==> src/rtl/seq_gen.sv <==
// -----------------------------------------------------------------------------
// seq_gen: serial pattern transmitter.
//
// A job (pattern, bit length, repeat count) is loaded through a valid/ready
// handshake and then shifted out MSB-first, one bit per clock, with the
// repetitions sent back-to-back. A one-cycle done pulse marks the end of a job.
// The serial output feeds the din input of the 110 / 1101 sequence detectors.
//
// Ports:
//   clk        in   clock, all logic on the rising edge
//   rst        in   synchronous active-high reset
//   load_valid in   request to load a new job
//   load_ready out  high only in IDLE
//   pattern    in   [WIDTH] pattern bits, bit len-1 sent first
//   len        in   [LEN_W] bits per repetition (0 or >WIDTH means WIDTH)
//   reps       in   [CNT_W] repetitions (0 means 1)
//   abort      in   terminates a job in progress
//   dout       out  serial data bit
//   dout_valid out  dout carries a pattern bit this cycle
//   busy       out  job in progress
//   done       out  one-cycle pulse after the last bit of a job
//   dbg_state  out  [2] current FSM state (0 IDLE, 1 SHIFT, 2 DONE)
//
// Handshake: a job is accepted on a rising clock edge where load_valid and
// load_ready are both high. load_ready is registered and is high exactly in
// IDLE, so the producer may hold load_valid with stable fields until that
// edge; anything presented while load_ready is low is ignored.
// -----------------------------------------------------------------------------
module seq_gen #(
    parameter int WIDTH = 8,
    parameter int LEN_W = 4,
    parameter int CNT_W = 4
) (
    input  logic             clk,
    input  logic             rst,
    input  logic             load_valid,
    output logic             load_ready,
    input  logic [WIDTH-1:0] pattern,
    input  logic [LEN_W-1:0] len,
    input  logic [CNT_W-1:0] reps,
    input  logic             abort,
    output logic             dout,
    output logic             dout_valid,
    output logic             busy,
    output logic             done,
    output logic [1:0]       dbg_state
);

    typedef enum logic [1:0] {
        S_IDLE  = 2'd0,
        S_SHIFT = 2'd1,
        S_DONE  = 2'd2
    } state_e;

    localparam logic [LEN_W-1:0] LEN_MAX  = LEN_W'(WIDTH);
    localparam logic [LEN_W-1:0] LEN_ONE  = LEN_W'(1);
    localparam logic [CNT_W-1:0] CNT_ONE  = CNT_W'(1);
    localparam logic [WIDTH-1:0] BIT0_SEL = WIDTH'(1);

    state_e           state_q, state_d;
    logic [WIDTH-1:0] pat_q, pat_d;
    logic [LEN_W-1:0] len_q, len_d;      // effective length L
    logic [CNT_W-1:0] reps_q, reps_d;    // effective repeat count N
    logic [LEN_W-1:0] idx_q, idx_d;      // index of the bit being presented
    logic [CNT_W-1:0] rep_q, rep_d;      // current repetition, 1..N
    logic             dout_q, dout_d;
    logic             dout_valid_q, dout_valid_d;
    logic             busy_q, busy_d;
    logic             done_q, done_d;
    logic             load_ready_q, load_ready_d;

    logic [LEN_W-1:0] len_eff;
    logic [CNT_W-1:0] reps_eff;
    logic [WIDTH-1:0] sel_pat;

    always_comb begin
        // Field normalisation applied at accept time.
        len_eff  = ((len == '0) || (len > LEN_MAX)) ? LEN_MAX : len;
        reps_eff = (reps == '0) ? CNT_ONE : reps;

        state_d      = state_q;
        pat_d        = pat_q;
        len_d        = len_q;
        reps_d       = reps_q;
        idx_d        = idx_q;
        rep_d        = rep_q;
        dout_valid_d = dout_valid_q;
        busy_d       = busy_q;
        done_d       = 1'b0;
        load_ready_d = load_ready_q;
        // On the accept edge the pattern register is not loaded yet, so the
        // first bit is taken straight from the input.
        sel_pat      = pat_q;

        case (state_q)
            S_IDLE: begin
                // abort is deliberately not looked at here.
                if (load_valid) begin
                    state_d      = S_SHIFT;
                    pat_d        = pattern;
                    len_d        = len_eff;
                    reps_d       = reps_eff;
                    idx_d        = len_eff - LEN_ONE;
                    rep_d        = CNT_ONE;
                    sel_pat      = pattern;
                    dout_valid_d = 1'b1;
                    busy_d       = 1'b1;
                    load_ready_d = 1'b0;
                end
            end
            S_SHIFT: begin
                if (abort) begin
                    state_d      = S_IDLE;
                    dout_valid_d = 1'b0;
                    busy_d       = 1'b0;
                    load_ready_d = 1'b1;
                end else if (idx_q == '0) begin
                    if (rep_q == reps_q) begin
                        state_d      = S_DONE;
                        dout_valid_d = 1'b0;
                        busy_d       = 1'b0;
                        done_d       = 1'b1;
                    end else begin
                        // Wrap to the MSB of the next repetition, no gap.
                        rep_d = rep_q + CNT_ONE;
                        idx_d = len_q - LEN_ONE;
                    end
                end else begin
                    idx_d = idx_q - LEN_ONE;
                end
            end
            S_DONE: begin
                state_d      = S_IDLE;
                load_ready_d = 1'b1;
            end
            default: begin
                state_d      = S_IDLE;
                dout_valid_d = 1'b0;
                busy_d       = 1'b0;
                load_ready_d = 1'b1;
            end
        endcase

        // dout is registered: it carries the bit selected for the next cycle
        // and is forced low whenever the next state is not SHIFT.
        dout_d = (state_d == S_SHIFT) ? |(sel_pat & (BIT0_SEL << idx_d)) : 1'b0;
    end

    always_ff @(posedge clk) begin
        if (rst) begin
            state_q      <= S_IDLE;
            pat_q        <= '0;
            len_q        <= '0;
            reps_q       <= '0;
            idx_q        <= '0;
            rep_q        <= '0;
            dout_q       <= 1'b0;
            dout_valid_q <= 1'b0;
            busy_q       <= 1'b0;
            done_q       <= 1'b0;
            load_ready_q <= 1'b1;
        end else begin
            state_q      <= state_d;
            pat_q        <= pat_d;
            len_q        <= len_d;
            reps_q       <= reps_d;
            idx_q        <= idx_d;
            rep_q        <= rep_d;
            dout_q       <= dout_d;
            dout_valid_q <= dout_valid_d;
            busy_q       <= busy_d;
            done_q       <= done_d;
            load_ready_q <= load_ready_d;
        end
    end

    assign dout       = dout_q;
    assign dout_valid = dout_valid_q;
    assign busy       = busy_q;
    assign done       = done_q;
    assign load_ready = load_ready_q;
    assign dbg_state  = state_q;

endmodule

==> config.mk <==
export PLATFORM = sky130hd
export DESIGN_NAME = seq_gen
export DESIGN_NICKNAME = d
export VERILOG_FILES = /design/src/rtl/seq_gen.sv
export SDC_FILE = /design/constraint.sdc
export NUM_CORES = 1
export LEC_CHECK = 0
export CORE_MARGIN = 5
export CORE_UTILIZATION = 45
export DETAILED_ROUTE_END_ITERATION = 10
export DONT_BUFFER_PORTS = 1
export SLEW_MARGIN = 15
export SYNTH_ARGS = -nofsm -noshare
export SYNTH_HDL_FRONTEND = slang
export SYNTH_SLANG_ARGS = --single-unit
==> constraint.sdc <==
create_clock -name clk -period 4.14 [get_ports clk]
set_clock_uncertainty 0.15 [all_clocks]
set_input_delay 1.242 -clock clk [delete_from_list [all_inputs] [get_ports clk]]
set_output_delay 1.242 -clock clk [all_outputs]
set_load 0.05 [all_outputs]
### After elaboration in Yosys (flattened, before gate mapping)

Cells that the tools add are included.

| word-level totals | value |
|---|---|
| word-level logic and storage cells | 73 |
| input bits | 20 |
| output and inout bits | 7 |
| bits in registers | 30 |

| operators by class | value |
|---|---|
| magnitude comparators | 1 |
| equality and inequality tests | 11 |
| $add $sub $neg | 4 |
| reductions and logical operators | 13 |
| multiplexer cells | 28 |
| shifts and indexed selects | 1 |
| bitwise gates (word level) | 5 |

Operators with widths:

| kind | count |
|---|---|
| 2-to-1 mux 4 bit | 10 |
| 2-to-1 mux 8 bit | 2 |
| one-hot mux 4 bit (2 select lines) | 2 |
| logical NOT 4 bit | 3 |
| subtractor 4 x 1 -> 4 bit, second input constant | 3 |
| inequality test 2 bit, second input constant | 5 |
| AND 8 bit | 1 |
| 2-to-1 mux 2 bit | 4 |
| OR reduction 8 bit | 1 |
| left shift 1 x 4 -> 8 bit, first input constant | 1 |
| 2-to-1 mux 1 bit | 7 |
| inequality test 3 bit, second input constant | 2 |
| AND reduction 5 bit | 1 |
| adder 4 x 1 -> 4 bit, second input constant | 1 |
| equality test 2 x 1 -> 1 bit, second input constant | 2 |
| equality test 4 bit | 1 |
| > comparator 4 bit, second input constant | 1 |
| inverter 1 bit | 4 |
| one-hot mux 2 bit (2 select lines) | 1 |
| AND reduction 2 bit | 2 |
| AND reduction 4 bit | 1 |
| OR reduction 4 bit | 1 |
| one-hot mux 1 bit (3 select lines) | 1 |
| equality test 2 bit, second input constant | 1 |
| other kinds (5) | 5 |

### Longest topological paths before layout

| depth | value |
|---|---|
| depth in word-level cells | 9 |
| mapped depth | 9 |
| gate-level depth less buffers | 9 |

### Worst setup path before layout

Ideal clock, no wire load.

| timing | value |
|---|---|
| kind | input to register |
| from | input port abort |
| to | register dout_q (netlist: dout) |
| required time | 3.874 ns |
| path slack | 0.926 ns |
| path buffers | 1 |
| library setup time | 0.116 ns |
| arrival | 2.948 ns |
| stages | 8 |
| path through | buf_2 > or3b_1 > o32a_1 > and2_4 > and3_2 > a211oi_1 > nor4_2 > a31o_1 |

| on the way | value |
|---|---|
| cells in the longest elaborated chain, start to end | 5 |
| elaborated cells on any way between the ends | 10 |
| classes of those cells | eq/ne (1); shift (1); mux (4); bitwise (2); reduce/logical (2) |

RTL lines:

| element | line | RTL |
|---|---|---|
| start: declaration | 41 | `input logic abort,` |
| 2-to-1 mux 4 bit / 2-to-1 mux 2 bit (equally long branches) | 112 | `if (abort) begin` |
| one-hot mux 4 bit (2 select lines) / one-hot mux 2 bit (2 select lines) (equally long branches) | 95 | `case (state_q)` |
| left shift 1 x 4 -> 8 bit / equality test 2 x 1 -> 1 bit (equally long branches) | 146 | `dout_d = (state_d == S_SHIFT) ? \|(sel_pat & (BIT0_SEL << idx_d)) : 1'b0;` |
| AND 8 bit / inverter 1 bit (equally long branches) | n/a |  |
| OR reduction 8 bit / OR reduction 2 bit (equally long branches) | n/a |  |
| end signal: assignment | 169 | `dout_q <= dout_d;` |
| end: declaration | 66 | `logic dout_q, dout_d;` |

Parallel ways exist; a longest one is shown, timed or not.
A chain may end at the register's enable or synchronous reset.

### Worst setup path in the final report

| timing | value |
|---|---|
| from | input port len[3] |
| to | register dout_q (netlist: dout) |

| on the way | value |
|---|---|
| cells in the longest elaborated chain, start to end | 9 |
| elaborated cells on any way between the ends | 10 |
| classes of those cells | add/sub (1); order compare (1); shift (1); mux (3); bitwise (1); reduce/logical (3) |

RTL lines:

| element | line | RTL |
|---|---|---|
| start: declaration | 39 | `input logic [LEN_W-1:0] len,` |
| > comparator 4 bit / logical NOT 4 bit (equally long branches) | 78 | `len_eff = ((len == '0) \|\| (len > LEN_MAX)) ? LEN_MAX : len;` |
| logical OR 1 bit | 78 |  |
| 2-to-1 mux 4 bit (*) | 78 |  |
| subtractor 4 x 1 -> 4 bit (*) | 103 | `idx_d = len_eff - LEN_ONE;` |
| 2-to-1 mux 4 bit (*) | 98 | `if (load_valid) begin` |
| one-hot mux 4 bit (2 select lines) (*) | 95 |  |
| left shift 1 x 4 -> 8 bit (*) | 146 |  |
| AND 8 bit (*) | 146 |  |
| OR reduction 8 bit (*) | 146 |  |

Every way passes the cells marked *; elsewhere a longest branch is shown, timed or not.

==> metrics <==
die area between 5000 and 6000 sq um; most frequent cells after synthesis nand2_1 (37), dfxtp_1 (30), a21oi_1 (22); Layout Cells excl Fill 267; TritonCTS clock tree done; CTS H-tree lvls 2; initial drt markers 123; DP HPWL about 2900 microns; syn_area_per_cell a little over 8 sq um; fill count 417; status completed; first-pass GRT wire length 6575 microns; DRT Pass-1 Iters 4; Hold WC Path Type flip-flop to flip-flop; GPL Wtd Cong 0.8933; TNS Setup 0 ns; CP Buf/Inv Count 0; Clock transition at path regs around 0.060 ns; final hold vios 0; worst-path fanout max 6; most used flip-flop cell after synthesis dfxtp_1; CP required 4.16 ns; synth top area cells dfxtp_1 (34%), nand2_1 (7.8%), a21oi_1 (6.2%), nor2_1 (4.2%), xor2_1 (3.4%); vias per cell 5.573; YS warnings 0; CP max stage cell o311ai_0; Cells after Synth 221; delay of the slowest critical-path stage about 0.44 ns; Die Y 73.04 microns; GRT Overall Usage roughly 16%; most frequent cell after synthesis nand2_1; post-cts hold buffer count 0; CTS resizes 0; largest net degree at the start of global routing 29; final wirelength about 3900 microns; Max VDD drop roughly 250 uV; P&R area growth vs syn 5.878%; total of max-cap violations 0; ANT cells 0; drt wl/cell 14.65 microns; Final Worst Setup Slack around 1.3 ns; reg-to-reg setup timing slack ~1.3 ns; sequential cell area ~600 sq um; Worst Max-Slew Pin Slew a little under 1 ns; Setup Buffers After CTS 0; unrepaired setup endpoints after global routing false; Hold WS 0.2995 ns; total CTS buffers 5; clk sinks 30; register bit count reported by yosys 30; CP cell instances nand2b_1 > ha_1 > xnor2_1 > a21oi_1 > nand2_1 > o311ai_0 > nor4_2 > a31o_1; initial antenna violation count 0; total congestion overflow 0; data arrival time of the worst path around 2.9 ns; Final Net Count between 200 and 250; Worst setup EP type flip-flop; CTS Buffer Depth 2; syn_nets around 250; final total power ~0.75 mW; vias in the first global route 1389; Crit Path Class input pin to flip-flop; register area share after synthesis 33.59%; highest clock rate around 0.35 GHz; post-synth top area share about 34%; final setup violation count 0; IO Pins 27; Die W around 73 microns; P per Cell Area between 300 and 400 nW/um^2; combined area of the multi-input logic cells about 1100 sq um; Tcrit/Tclk final ~70%; Final Critical Period roughly 2.9 ns; core area around 3900 sq um; Mapped Area approximately 1800 sq um; placed cells 261; Post-DRT Antenna Nets 0; Placement Cell Area around 1800 sq um; Leakage between 0.6 and 0.7 nW; ratio of cells with drive above 1 in the final layout roughly 11%; Max-slew headroom 34.97%; Async SR Flop Fraction 0%; DRC viols 0; clock root cell clkbuf_8; Worst path top cell family by delay compound AO/OA/AOI/OAI gates; row count 23; utilization after layout about half; EDFF count, synth 0; design area around 1900 sq um; vias post-DR between 1000 and 1500; Netlist cell types 56; Place WS between 0.9 and 1 ns; Startpoint Class input pin; cell taking the most area after synthesis dfxtp_1; Initial Utilization between 40% and 50%; worst skew pair latency between 0.2 and 0.3 ns; max-slew violation count 0; port buffer count 0
[flip-flops by register name (all words and copies together) (netlist names)]
name,count
dout,1
load_ready,1
dbg_state,2
pat_q,8
len_q,4
busy,1
rep_q,4
done,1
reps_q,4
idx_q,4
[kinds of logic after synthesis]
logic type	Yosys count	share of synthesized area, %
flops	30	33.59
buf+inv	19	4.828
mux	5	3.079
fa+ha+maj	4	2.799
simple gates	103	30.72
compound gates	51	20.57
xor+xnor	9	4.409
[layer usage]
metal	vias to the layer above	GRT usage (%)	wire length [microns]
met4	0	5.328	32
met5	-	0	0
met3	4	4.408	192
met2	30	22.94	1665
li1	774	-	-
met1	680	21.92	2021
[cells in the final DEF (no fill, tap or decap), drive strengths merged, types with 2 or more instances in the layout]
master and count:
o311ai 2, o211ai 2, o21ai 3, nor2b 4, a31oi 2, a21boi 2
mux2i 4, clkbuf 6, and3 2, nor3b 3, o41ai 2, nor3 4
or3b 2, nand3b 2, ha 4, dfxtp 30, nor4b 2, xnor2 2
nor4 2, xor2 7, a21oi 22, nand2b 5, o22ai 2, inv 7
o31ai 3, nor2 20, a211oi 3, and2 5, nand3 7, buf 2
nand2 38
[path summary, 6_finish.rpt]
check	startpoint	endpoint	cells past startpoint
worst max-delay path	len[3]	dout	8
worst min-delay path	pat_q[4]	pat_q[4]	2
worst max register to register	dbg_state[0]	dout	7
worst min register to register	pat_q[4]	pat_q[4]	2
[power breakdown]
group | total (mW) | leakage [nW] | switching (mW) | internal [mW]
Clock | 0.226 | 0.0431 | 0.0982 | 0.128
Combinational | 0.172 | 0.407 | 0.0962 | 0.0753
Sequential | 0.352 | 0.246 | 0.0429 | 0.310
[final cells by class]
class                   instances  area share (%)
repair buffers                  2          0.7931
clock buffers                   6           4.362
multi-input cells             172           58.43
inverters                       7           1.388
well taps                      50           3.305
flip-flops and latches         30           31.72
[worst register-to-register path: stages, from the launching register on]
cell	delay (ns)
dfxtp_1	0.88
nor2b_1	0.51
and2_1	0.30
o211ai_4	0.14
and3_2	0.26
a211oi_1	0.26
nor4_2	0.08
a31o_1	0.19
No activity file was read; power rests on OpenSTA's default activity.
